<file path="config.mk">
export PLATFORM = sky130hd
export DESIGN_NAME = program_loader
export DESIGN_NICKNAME = d
export VERILOG_FILES = /design/src/rtl/program_loader.sv
export SDC_FILE = /design/constraint.sdc
export NUM_CORES = 1
export LEC_CHECK = 0
export CAP_MARGIN = 15
export CORE_MARGIN = 2
export CORE_UTILIZATION = 50
export CTS_CLUSTER_DIAMETER = 100
export DETAILED_ROUTE_END_ITERATION = 6
export HOLD_SLACK_MARGIN = 0.08
export PLACE_DENSITY = 0.75
export SLEW_MARGIN = 20
export SYNTH_ARGS = -nofsm -noshare
export SYNTH_HDL_FRONTEND = slang
export SYNTH_SLANG_ARGS = --single-unit
</file>
<file path="constraint.sdc">
create_clock -name clock -period 2.4 [get_ports clock]
set_clock_uncertainty 0.2 [all_clocks]
set_input_delay 0.48 -clock clock [delete_from_list [all_inputs] [get_ports clock]]
set_output_delay 0.48 -clock clock [all_outputs]
set_load 0.1 [all_outputs]
</file>
<file path="src/rtl/program_loader.sv">
// Boot loader: parses A5/count/data/checksum frames from a byte stream, writes
// big-endian 16-bit words to instruction memory and releases the CPU on success.
module program_loader #(
  parameter logic [15:0] BASE_ADDR = 16'h0000,
  parameter int          MAX_WORDS = 256
) (
  input  logic        clock,
  input  logic        reset,
  input  logic [7:0]  rx_data,
  input  logic        rx_valid,
  output logic        rx_ready,
  output logic        imem_we,
  output logic [15:0] imem_addr,
  output logic [15:0] imem_wdata,
  output logic        cpu_run,
  output logic        load_error,
  output logic [15:0] words_loaded
);

  localparam logic [7:0]  SYNC_BYTE = 8'hA5;
  localparam logic [16:0] MAX_W     = 17'(MAX_WORDS);

  typedef enum logic [2:0] {
    IDLE, CNT_HI, CNT_LO, DATA_HI, DATA_LO, CHECK, RUN, ERROR
  } state_t;

  state_t      state, state_nxt;
  logic [15:0] count_q;
  logic [15:0] word_idx;
  logic [7:0]  hi_byte;
  logic [7:0]  sum;
  logic        accept;
  logic [15:0] count_rx;

  // Held low during reset so nothing upstream sees a ready loader before it can accept.
  assign rx_ready   = reset && (state != RUN) && (state != ERROR);
  assign accept     = rx_valid && rx_ready;
  assign cpu_run    = (state == RUN);
  assign load_error = (state == ERROR);
  assign count_rx   = {count_q[15:8], rx_data};

  always_ff @(posedge clock or negedge reset) begin
    if (!reset) state <= IDLE;
    else        state <= state_nxt;
  end

  always_comb begin
    state_nxt = state;
    if (accept) begin
      case (state)
        IDLE:    if (rx_data == SYNC_BYTE) state_nxt = CNT_HI;
        CNT_HI:  state_nxt = CNT_LO;
        CNT_LO:  begin
          if (count_rx == 16'd0 || {1'b0, count_rx} > MAX_W) state_nxt = ERROR;
          else                                                 state_nxt = DATA_HI;
        end
        DATA_HI: state_nxt = DATA_LO;
        DATA_LO: begin
          if (word_idx + 16'd1 == count_q) state_nxt = CHECK;
          else                             state_nxt = DATA_HI;
        end
        CHECK:   begin
          if (rx_data == sum) state_nxt = RUN;
          else                state_nxt = ERROR;
        end
        default: state_nxt = state;
      endcase
    end
  end

  // Datapath: count/sum/word assembly, write strobe registered one cycle after the low byte.
  always_ff @(posedge clock or negedge reset) begin
    if (!reset) begin
      count_q      <= '0;
      word_idx     <= '0;
      hi_byte      <= '0;
      sum          <= '0;
      imem_we      <= 1'b0;
      imem_addr    <= '0;
      imem_wdata   <= '0;
      words_loaded <= '0;
    end else begin
      imem_we <= 1'b0;
      if (accept) begin
        case (state)
          CNT_HI:  count_q[15:8] <= rx_data;
          CNT_LO:  begin
            count_q[7:0] <= rx_data;
            word_idx     <= '0;
            sum          <= '0;
          end
          DATA_HI: begin
            hi_byte <= rx_data;
            sum     <= sum + rx_data;
          end
          DATA_LO: begin
            sum          <= sum + rx_data;
            imem_we      <= 1'b1;
            imem_addr    <= BASE_ADDR + {word_idx[14:0], 1'b0};
            imem_wdata   <= {hi_byte, rx_data};
            word_idx     <= word_idx + 16'd1;
            words_loaded <= words_loaded + 16'd1;
          end
          default: ;
        endcase
      end
    end
  end

endmodule

</file>
Yosys cells after proc, flatten, opt, wreduce, memory -nomap -nowiden
Cells that the tools add are included.
{"block": "totals", "out_inout_bits": 52, "elab_cells": 53, "regBits": 99}
{"block": "classes", "n_eq_ne": 13, "magnitude_cmp": 1, "n_reduce_logical": 17, "addsub": 3, "muxes": 9}
{"cell": "$add 16x1->16 const B", "count": 2}
{"cell": "$pmux 16 s2", "count": 1}
{"cell": "$pmux 3 s6", "count": 1}
{"cell": "$eq 16x16->1", "count": 1}
{"cell": "$gt 16x9->1 const B", "count": 1}
{"cell": "$logic_not 16->1", "count": 1}
{"cell": "$pmux 8 s2", "count": 1}
{"cell": "$eq 3x3->1 const B", "count": 4}
{"cell": "$reduce_and 2->1", "count": 6}
{"cell": "$mux 3", "count": 3}
{"cell": "$add 8x8->8", "count": 1}
{"cell": "$eq 8x8->1", "count": 1}
{"cell": "$eq 8x8->1 const B", "count": 1}
{"cell": "$eq 3x2->1 const B", "count": 2}
{"cell": "$ne 3x3->1 const B", "count": 2}
{"cell": "$reduce_bool 6->1", "count": 1}
{"cell": "$reduce_bool 2->1", "count": 2}
{"cell": "$eq 3x1->1 const B", "count": 1}
{"cell": "$logic_and 1x1->1", "count": 3}
{"cell": "$logic_not 3->1", "count": 1}
{"cell": "$mux 1", "count": 3}
{"cell": "$reduce_and 3->1", "count": 1}
{"cell": "$ne 2x2->1 const B", "count": 1}
{"cell": "$reduce_or 2->1", "count": 1}
{"cell": "$logic_or 1x1->1", "count": 1}

Depth between registers and ports, before layout
{"block": "logic_depth", "ltp_word": 5, "mapped_depth": 9, "depth_no_buf": 8}

Worst setup path before layout
Ideal clock, no wire load.
{"block": "synth_path", "kind": "register to output", "from": "register state[1]", "to": "output port rx_ready", "required_ps": 1720, "path_slack_ps": -1148, "path_stages_with_launch": 4, "n_path_buf": 2, "t_arrival_ps": 2868, "cell_sequence": "dfrtp_1 -> clkbuf_1 -> clkbuf_1 -> a21boi_0"}
{"block": "synth_between", "elab_chain_cells": 3}
{"element": "start: declaration", "line_no": "27", "rtl": "state_t state, state_nxt;"}
{"element": "start signal: assignment", "line_no": "44", "rtl": "else state <= state_nxt;"}
{"element": "$ne 3x3->1", "line_no": "36", "rtl": "assign rx_ready = reset && (state != RUN) && (state != ERROR);"}
{"element": "$logic_and 1x1->1", "line_no": "36"}
{"element": "$logic_and 1x1->1 *", "line_no": "36"}
{"element": "end: declaration", "line_no": "11", "rtl": "output logic rx_ready,"}
Mark *: on every way between the ends. The rest lies on a longest branch, timed or not.

Worst setup path in the final report
{"block": "layout_path", "from": "register word_idx[0]", "to": "register state[2]"}
{"block": "layout_between", "elab_chain_cells": 4}
{"element": "start: declaration", "line_no": "29", "rtl": "logic [15:0] word_idx;"}
{"element": "start signal: assignment", "line_no": "101", "rtl": "word_idx <= word_idx + 16'd1;"}
{"element": "$add 16x1->16", "line_no": "59", "rtl": "if (word_idx + 16'd1 == count_q) state_nxt = CHECK;"}
{"element": "$eq 16x16->1", "line_no": "59"}
{"element": "$mux 3", "line_no": "59"}
{"element": "$pmux 3 s6", "line_no": "50", "rtl": "case (state)"}
Every way passes these cells.
A chain may end at the register's enable or synchronous reset.

==> reports/metrics.csv <==
stage,metric,value,unit
clocking,numCtsBuffers,9,
sta,worst_pin_slew,0.5318,ns
floorplanning,dieArea,10980,sq um
floorplanning,fp.coreArea,9819,sq um
route,viasPerCell,5.583,
logic_synthesis,synth_seq_cells,99,
placed_design,dp_cells,781,
global_routing,grt_pass1_vias,4389,
logic_synthesis,synthArstFlopShare,100.0,%
final_layout,layout.cells.non_filler,799,
worst_hold_path,holdCritPathClass,input port to async pin,
final_layout,register_area,2485,sq um
sta,fin_crit,2.577,ns
job,drv_cap,0,
clocking,cts_root_buffer,clkbuf_8,
global_routing,grt_pass1_wl,21140,um
sta,grt_setup_unrepaired,true,
sta,fin_ws,-0.1773,ns
clocking,cts.sinks,99,
power_and_ir_drop,leakagePower,3.161,nW
final_layout,final_area,6486,sq um
global_routing,grt.overflow.total,0,
worst_setup_path,r2r_start,word_idx[0],
final_layout,syn_to_final_growth,27.65,%
floorplanning,chipWidth,104.8,um
route,first_pass_iters,4,
route,wl_per_cell,16.12,um
worst_setup_path,path_max_fanout,4,
worst_setup_path,rrSetupSlack,-0.18,ns
logic_synthesis,yosys.area.top_type,dfrtp_1,
worst_setup_path,crit_arrival,2.68,ns
route,routed_wl,12880,um
clocking,cts_tree,yes,
logic_synthesis,synth-seq-area-share,48.76,%
final_layout,drive_gt1_share,28.98,%
floorplanning,die_h,104.8,um
clocking,insertion_delay,0.37,ns
power_and_ir_drop,vdd_drop_max,0.7384,mV
global_routing,grt_antenna_before_repair,0,
logic_synthesis,ys_warn_count,0,
sta,fmax,388.0,MHz
final_layout,nFillCells,806,
clocking,ctsLongestPathBuffers,2,
final_layout,num_antenna_cells,0,
status,violations,setup timing,
clocking,htreeDepth,3,
placed_design,io_buffers,61,
power_and_ir_drop,power_density,996.5,nW/um^2
placed_design,placed_cell_area,6182,sq um
logic_synthesis,synth-edff-count,0,
route,drc_errors,0,
logic_synthesis,synth_area,5081,sq um
floorplanning,start_util,51.75,%
final_layout,nNetsFinal,682,
worst_setup_path,rr_worst_depth,8,
sta,setup_viol,2,
logic_synthesis,synth_top_area_share,48.76,%
sta,slew_violations,0,
status,status,"complete, but fails checks",
route,drtIter0Drc,227,
logic_synthesis,netlist_instances,546,
sta,maxSlewHeadroom,64.43,%
logic_synthesis,synthTopCellsByArea,"dfrtp_1, nand2_1, xnor2_1, o21ai_0, mux2_2",
route,antenna_left,0,
sta,finalHoldViolCount,0,
placed_design,place_congestion,0.9096,
route,via_count,4461,
worst_setup_path,cp.required,2.50,ns
floorplanning,io_pins,63,
worst_setup_path,critPathKind,register to register,
worst_setup_path,worstSetupStartpointType,register,
global_routing,grt_max_degree,89,
final_layout,multiInputGateArea,2487,sq um
global_routing,track_usage,23.88,%
worst_setup_path,r2r_end,state[2],
logic_synthesis,synth_nets,567,
logic_synthesis,ys_types,59,
sta,whs,0.1226,ns
floorplanning,placementRows,36,
logic_synthesis,synth_top_flop_cell,dfrtp_1,
sta,finalCritPeriodShare,107.4,%
worst_setup_path,end_kind,register,
placed_design,dp_hpwl,9053,um
logic_synthesis,syn_avg_cell_area,9.306,sq um
clocking,clkSlewWorstSetupHoldPaths,0.11,ns
==> worst max-delay path, stage by stage (launching register included) <==
cell and delay, ns:
dfrtp_2 0.43, ha_4 0.14, and4_4 0.24, nand4_1 0.17
xnor2_1 0.22, o21ai_1 0.09, or4b_4 0.56, or3_1 0.34
a21oi_1 0.13
==> per-layer routing <==
metal,GRT usage [%],wire length [um],up-vias
met4,8.190,228,0
met2,39.56,6367,122
met3,4.117,690,20
met5,0,0,-
met1,31.75,5593,2189
li1,-,-,2130
==> cell type report <==
class	count	share of cell area, %
Clock buffer	9	1.910
Clock inverter	7	1.408
Inverter	7	0.4051
Multi-Input combinational cell	407	38.35
Sequential cell	99	38.31
Tap cell	133	2.566
Timing Repair Buffer	137	17.05
==> synth_stat cells (10+ instances only) <==
master / count
o21ai_0: 36
nor2_1: 28
a21oi_1: 16
nand4_1: 14
nand3_1: 19
nor3_1: 10
mux2_2: 16
xnor2_1: 21
dfrtp_1: 99
clkbuf_1: 19
xor2_1: 17
nand2_1: 140
==> sequential cells by signal (all words and copies together), names as in the netlist <==
name,flops
hi_byte,8
sum,8
imem_we,1
state,3
count_q,16
word_idx,16
words_loaded,16
imem_addr,15
imem_wdata,16
==> metrics by stage <==
| stage | power [mW] | TNS, ns | setup slack (ns) | util (%) |
|---|---|---|---|---|
| floorplan | 4.444 | -0.009083 | -0.009083 | - |
| global route | 6.796 | -0.5329 | -0.2735 | 66.05 |
| CTS | 6.455 | -0.2915 | -0.1874 | 65.65 |
| global placement | 5.191 | -4.203 | -0.3764 | 62.96 |
| detailed placement | 5.259 | -6.693 | -0.4011 | 62.96 |
| finish | 6.463 | -0.3370 | -0.1773 | 66.05 |
==> cells by family after synthesis <==
family	after synthesis	share of synthesized area (%)
flip-flops	99	48.76
AND/OR/NAND/NOR	248	22.78
AO/OA/AOI/OAI	90	10.81
XOR/XNOR	38	6.550
multiplexers	19	4.161
other	1	0.07380
buffers and inverters	40	4.063
adder cells (fa/ha/maj)	11	2.807
==> placed cells by master (no fill, tap or decap), types with 5 or more instances in the layout <==
master	n
nor4_1	7
nor3_1	10
clkbuf_8	9
nand4_1	14
inv_1	6
nand2_1	140
ha_1	7
buf_4	123
o31ai_1	5
dfrtp_2	6
nand3_1	19
dfrtp_1	93
o21ai_0	35
xor2_1	17
nor2_1	25
a21oi_1	13
clkdlybuf4s50_1	8
mux2_2	16
xnor2_1	20
a31oi_1	7
==> timing repair <==
| action | in CTS | in global routing |
|---|---|---|
| hold buffers | 1 | 0 |
| endpoints found under the setup margin | 3 | 16 |
| buffers inserted | 1 | 0 |
| endpoints found under the hold margin | 11 | 0 |
| pin swaps | 5 | 10 |
| gates resized for setup | 5 | 14 |
==> power by group <==
part | switching [mW] | total [mW] | leakage (nW) | internal [mW]
clock network | 0.660 | 1.17 | 0.106 | 0.510
logic | 1.96 | 2.92 | 1.75 | 0.957
registers | 0.323 | 2.38 | 1.30 | 2.05
total | 2.94 | 6.46 | 3.16 | 3.52
==> worst max-delay path by stage <==
stage                startpoint       end  slack, ns  depth (start not counted)
global placement     rx_data[1]    sum[7]      -0.38                          9
finish              word_idx[0]  state[2]      -0.18                          8
CTS                 word_idx[1]  state[2]      -0.19                          8
global route        word_idx[0]  state[2]      -0.27                          8
floorplan           word_idx[0]  state[2]     -0.009                          8
detailed placement   rx_data[1]    sum[7]      -0.40                          9
(Power assumes the default switching activity.)
